`src/rtl/char_flush_scanner.sv`:
```
// rtl/char_flush_scanner.sv - sweeps a glyph cell and emits one VGA plot per lit pixel.
// Optional build macro CHAR_FLUSH_BG_FILL_EN: unlit pixels are plotted in bg_colour.
module char_flush_scanner #(
  parameter int CELL_W  = 10,
  parameter int CELL_H  = 10,
  parameter int COORD_W = 8
) (
  input  logic               clk,
  input  logic               resetn,
  input  logic               start,
  input  logic [COORD_W-1:0] org_x,
  input  logic [COORD_W-1:0] org_y,
  output logic               busy,
  output logic               done,
  output logic [COORD_W-1:0] flush_x,
  output logic [COORD_W-1:0] flush_y,
  input  logic               glyph_en,
  input  logic [5:0]         glyph_colour,
`ifdef CHAR_FLUSH_BG_FILL_EN
  input  logic [5:0]         bg_colour,
`endif
  output logic               plot,
  input  logic               plot_ready,
  output logic [COORD_W-1:0] vga_x,
  output logic [COORD_W-1:0] vga_y,
  output logic [5:0]         vga_colour
);

  localparam int COL_W = (CELL_W > 1) ? $clog2(CELL_W) : 1;
  localparam int ROW_W = (CELL_H > 1) ? $clog2(CELL_H) : 1;

  typedef enum logic [1:0] {
    S_IDLE  = 2'd0,
    S_SCAN  = 2'd1,
    S_DRAIN = 2'd2,
    S_DONE  = 2'd3
  } state_t;

  state_t             r_state;
  state_t             w_next_state;
  logic [COL_W-1:0]   r_col;
  logic [ROW_W-1:0]   r_row;
  logic [COORD_W-1:0] r_org_x;
  logic [COORD_W-1:0] r_org_y;
  logic               r_plot;
  logic [COORD_W-1:0] r_vga_x;
  logic [COORD_W-1:0] r_vga_y;
  logic [5:0]         r_vga_colour;

  logic               w_free;
  logic               w_last_col;
  logic               w_last_row;
  logic               w_accept;
  logic               w_sample;
  logic               w_drain;
  logic               w_pix_plot;
  logic [5:0]         w_pix_colour;

  // The output register may only be reloaded once the pending plot is taken.
  assign w_free     = !r_plot || plot_ready;
  assign w_last_col = (r_col == COL_W'(CELL_W - 1));
  assign w_last_row = (r_row == ROW_W'(CELL_H - 1));

  assign flush_x = r_org_x + COORD_W'(r_col);
  assign flush_y = r_org_y + COORD_W'(r_row);

`ifdef CHAR_FLUSH_BG_FILL_EN
  assign w_pix_plot   = 1'b1;
  assign w_pix_colour = glyph_en ? glyph_colour : bg_colour;
`else
  assign w_pix_plot   = glyph_en;
  assign w_pix_colour = glyph_colour;
`endif

  always_comb begin
    w_next_state = r_state;
    w_accept     = 1'b0;
    w_sample     = 1'b0;
    w_drain      = 1'b0;
    case (r_state)
      S_IDLE: begin
        if (start) begin
          w_accept     = 1'b1;
          w_next_state = S_SCAN;
        end
      end
      S_SCAN: begin
        if (w_free) begin
          w_sample = 1'b1;
          if (w_last_col && w_last_row) begin
            w_next_state = S_DRAIN;
          end
        end
      end
      S_DRAIN: begin
        if (w_free) begin
          w_drain      = 1'b1;
          w_next_state = S_DONE;
        end
      end
      S_DONE: begin
        w_next_state = S_IDLE;
      end
      default: begin
        w_next_state = S_IDLE;
      end
    endcase
  end

  always_ff @(posedge clk or negedge resetn) begin
    if (!resetn) begin
      r_state <= S_IDLE;
    end else begin
      r_state <= w_next_state;
    end
  end

  always_ff @(posedge clk or negedge resetn) begin
    if (!resetn) begin
      r_col        <= '0;
      r_row        <= '0;
      r_org_x      <= '0;
      r_org_y      <= '0;
      r_plot       <= 1'b0;
      r_vga_x      <= '0;
      r_vga_y      <= '0;
      r_vga_colour <= '0;
    end else begin
      if (w_accept) begin
        r_org_x <= org_x;
        r_org_y <= org_y;
        r_col   <= '0;
        r_row   <= '0;
      end
      if (w_sample) begin
        r_plot       <= w_pix_plot;
        r_vga_x      <= flush_x;
        r_vga_y      <= flush_y;
        r_vga_colour <= w_pix_colour;
        // Raster order: column fastest; row returns to 0 after the final sample.
        if (w_last_col) begin
          r_col <= '0;
          r_row <= w_last_row ? '0 : r_row + ROW_W'(1);
        end else begin
          r_col <= r_col + COL_W'(1);
        end
      end
      if (w_drain) begin
        r_plot <= 1'b0;
      end
    end
  end

  assign busy       = (r_state != S_IDLE);
  assign done       = (r_state == S_DONE);
  assign plot       = r_plot;
  assign vga_x      = r_vga_x;
  assign vga_y      = r_vga_y;
  assign vga_colour = r_vga_colour;

endmodule

```
`config.mk`:
```
export PLATFORM = sky130hd
export DESIGN_NAME = char_flush_scanner
export DESIGN_NICKNAME = d
export VERILOG_FILES = /design/src/rtl/char_flush_scanner.sv
export SDC_FILE = /design/constraint.sdc
export NUM_CORES = 1
export LEC_CHECK = 0
export ABC_AREA = 1
export BUFFER_PORTS_ARGS = -buffer_cell sky130_fd_sc_hd__buf_2
export CELL_PAD_IN_SITES_DETAIL_PLACEMENT = 1
export CELL_PAD_IN_SITES_GLOBAL_PLACEMENT = 1
export CORE_AREA = 5 5 92 94
export CTS_BUF_LIST = sky130_fd_sc_hd__clkbuf_8
export DETAILED_ROUTE_END_ITERATION = 8
export DIE_AREA = 0 0 97 99
export PLACE_DENSITY_LB_ADDON = 0.1
export SYNTH_ARGS = -nofsm -noshare
export SYNTH_HDL_FRONTEND = slang
export SYNTH_SLANG_ARGS = --single-unit
```
`constraint.sdc`:
```
create_clock -name clk -period 1.8 [get_ports clk]
set_input_delay 0.27 -clock clk [delete_from_list [all_inputs] [get_ports clk]]
set_output_delay 0.27 -clock clk [all_outputs]
set_load 0.03 [all_outputs]
```
Word level (Yosys, flattened, before mapping)
Index checks and enable logic that the tools add are counted.
- input bits: 27
- flip-flop bits (word level): 49
- add/subtract/negate cells: 4
- reductions and logical operators: 8
- multiplexer cells: 19
- eq/ne operators: 9
- operators with widths (cell ; number):
    4-bit 2-to-1 mux ; 7
    8-bit by 4-bit adder with 8-bit output ; 2
    4-bit by 1-bit adder with 4-bit output (second input constant) ; 2
    4-bit == test (second input constant) ; 2
    2-bit 2-to-1 mux ; 4
    2-bit != test (second input constant) ; 4
    2-bit one-hot mux with 4 select lines ; 1
    1-bit 2-to-1 mux ; 7
    2-bit nonzero test ; 3
    2-bit == test (second input constant) ; 2
    4-bit AND reduction ; 1
    2-bit by 1-bit == test with 1-bit output (second input constant) ; 1
    2-bit zero test ; 1
    1-bit logical AND ; 1
    1-bit zero test ; 1
    1-bit logical OR ; 1

Longest topological paths before layout
- word-level depth: 6
- depth in mapped cells: 9

Worst setup path before layout
Ideal clock, no wire load.
- path type: register -> output
- start: reg r_col[0]
- end: out flush_x[4]
- path slack: -0.227 ns
- arrival: 1.757 ns
- buffers on the path: 0
- data required time: 1.530 ns
- stages on the path, launching flop included: 6
- cell sequence: dfrtp_1 ha_1 inv_1 fa_1 o21ai_2 xor2_1
- word-level cells in the longest chain between the ends: 1
- RTL lines (item ; RTL line ; text):
    start: declaration ; 41 ; logic [COL_W-1:0] r_col;
    start signal: assignment ; 145 ; r_col <= r_col + COL_W'(1);
    8-bit by 4-bit adder with 8-bit output ; 64 ; assign flush_x = r_org_x + COORD_W'(r_col);
    end: declaration ; 15 ; output logic [COORD_W-1:0] flush_x,
Every way passes these cells.

Final worst setup path
- start: reg r_col[0]
- end: out flush_x[6]
The elaborated chain is that of the path after synthesis.

==> metrics.txt <==
Setup Viol. Count Final 14; initial antenna violation count 0; setup TNS -3222 ps; Final Wtd Congestion around 0.77; largest fanout on the critical path 3; root buffer cell clkbuf_8; Vias/cell around 4.6; CTS Sinks 49; IO Pins 68; die area 0.009603 mm²; Async S/R FF share, synth 100.0%; sw frac 46.35%; Critical Path RT 1530 ps; port bufs between 60 and 70; cell count after placement about 480; Worst-Skew Late Latency about 300 ps; antenna cells 0; Pwr Density just under 2000 mW/mm²; Slew HR about two thirds; Finished Cell Area 0.003805 mm²; Synth Flop Type dfrtp_1; CTS clk-pin slew, worst paths 90 ps; area occupied by multi-input gates 0.001493 mm²; CP cell instances ha_2, inv_2, fa_2, o21ai_4, nand3_1, and2_4, buf_4; Worst Path Arrival 1910 ps; Max VDD drop 0.7867 mV; GRT overflow 0; failing checks negative setup slack; RSZ-0062 raised after global routing yes; TritonCTS clock tree done; # rows 32; Worst Setup End Kind primary output; hold path startpoint glyph_colour[1]; die height just under 100 µm; DP Area 0.003217 mm²; YS warnings 0; Inserted Clock Buffers 5; Synth top area share between 40% and 50%; DPL Wire Length ~5000 µm; HP Class primary input to flip-flop; core area 0.007567 mm²; total number of vias 2,319; Internal 3.983 mW; Final Hold Viols 0; Setup WS post-layout -381.2 ps; Overall Global Routing Usage 14.81%; Slew Viols, Final 0; Switch Pwr 3.442 mW; nature of the critical path startpoint flip-flop; initial core utilization 34.08%; DR WL/cell between 10 and 15 µm; register area around 0.0012 mm²; CTS H-Tree Depth 2; WP buf/inv 2; number of instances in the synthesized netlist roughly 300; EDFF count, synth 0; first-pass GRT wire length about 12,000 µm; drt drc 0; fin crit share 121.2%; Final #Nets 448; Slew @ Worst Pin about 500 ps; Max Cap Viol 0; library cells used by synthesis 27; Worst path max stage delay roughly 380 ps; Critical Path Source r_col[0]; CP max-delay cell dfrtp_1; final WL 7046 µm; Clk network pwr share 11.0%; Die Span X 97 µm; Post-DRT Antenna Nets 0; sequential power share between 20% and 30%; Syn Nets between 300 and 400; vias in the first global route 2,549; Critical R2R Launch r_row[0]; Comb power frac 62.6%; DR iter-0 viols 47; Layout area overhead 47.55%; dominant cell type by area after synthesis dfrtp_1; Mean Syn Cell Area 8.712 µm²; fmax 458.5 MHz; Non-Filler Instances 507; Synth area leaders dfrtp_1 (48%), nand2_1 (15%), ha_1 (7.3%); status finished, violations left; Setup Crit Path Kind flip-flop to primary output; Fillers 914; Clock Path Buffers 2; largest net degree at the start of global routing 31; CP delay by family, top adder cells; first drt pass iteration count 2; Pleak ~2.0 nW; register area share after synthesis 47.55%; mapped cell area 0.002579 mm²; number of synthesized register bits 49; fin crit period 2181 ps; layout cell share with drive strength beyond 1 43.21%; setup skew after layout 4.829 ps
through the flow:
| step | total power [mW] | util [%] | hold slack [ps] | setup slack (ps) |
|---|---|---|---|---|
| 6_report | 7.425 | 50.28 | 171.2 | -381.2 |
| 5_1_grt | 8.015 | 50.28 | 185.8 | -472.2 |
| 4_1_cts | 7.353 | 48.96 | 162.8 | -391.3 |
| 3_5_place_dp | 5.751 | 42.51 | 268.0 | -146.4 |
| 3_3_place_gp | 5.653 | 42.51 | 262.4 | -82.93 |
| 2_1_floorplan | 4.559 | - | -25.59 | -18.87 |
area by class of cell:
cell class | instances | share of cell area [%]
clock buffer | 6 | 2.170
clock inverter | 2 | 0.8879
inverter | 24 | 2.433
multi-input combinational | 217 | 39.23
sequential | 49 | 32.23
tap | 102 | 3.354
timing repair buffer | 107 | 19.70
repair_timing:
action,4_1_cts,5_1_grt
hold endpoints to repair,19,0
setup buffers,13,8
hold buffers,1,0
pin swaps,25,18
resized for setup,62,19
endpoints found under the setup margin,14,17
synth_stat cells, drive strengths merged, types with 3 or more instances:
master	number
or2	5
buf	6
inv	24
ha	15
xnor2	6
a21oi	9
mux2	10
nand3	18
dfrtp	49
nand3b	4
o22ai	3
o21ai	11
nand2	104
xor2	3
nor2	19
and2	4
path summary, 6_finish.rpt:
path | to | slack, ps | cells after the start
max | flush_x[6] | -380 | 7
min | vga_colour[1] | 170 | 3
max reg2reg | vga_y[6] | 110 | 10
min reg2reg | vga_x[2] | 470 | 2
max in group asynchronous | vga_y[3] | 790 | 3
min in group asynchronous | vga_colour[5] | 470 | 2
registers in the layout (all words and copies together), names as in the netlist:
signal	flops
vga_colour	6
r_state	2
plot	1
vga_x	8
r_org_y	8
r_col	4
r_org_x	8
vga_y	8
r_row	4
layer usage:
metal  GRT usage, %  wire length (µm)  vias up
li1               -                 -     1149
met1          16.73              2880     1114
met2          27.87              3749       46
met3          3.397               306       10
met4          4.104               110        0
met5              0                 0        -
power by group through the flow:
stage | Clock [mW] | Combinational, mW | Sequential (mW)
CTS | 0.844 | 4.56 | 1.95
detailed placement | 0 | 3.81 | 1.94
global route | 0.893 | 5.09 | 2.03
global placement | 0 | 3.73 | 1.92
floorplan | 0 | 2.17 | 2.39
finish | 0.815 | 4.65 | 1.96
tightest hold or removal path, cell delays in order:
cell     delay, ps
buf_2           70
nand2_1         40
nand2_1         50
logic make-up (layout without fill, tap and decap cells):
logic type,after synthesis,after routing,synth area share [%]
adder cells (fa/ha/maj),17,17,8.831
buffers and inverters,30,139,4.852
AO/OA/AOI/OAI,24,24,5.338
flip-flops,49,49,47.55
multiplexers,10,10,4.367
XOR/XNOR,9,9,3.057
AND/OR/NAND/NOR,157,157,26.01
placed cells by master, fill, tap and decap left out, drive strengths merged:
cell	n
buf	106
nand2	104
dfrtp	49
inv	25
nor2	19
nand3	18
ha	15
o21ai	11
mux2	10
a21oi	9
clkbuf	6
xnor2	6
or2	5
nand3b	4
and2	4
o22ai	3
xor2	3
nand4	2
fa	2
o21a	1
nor3	1
bufinv	1
dlygate4sd3	1
No activity file was read; power rests on OpenSTA's default activity.
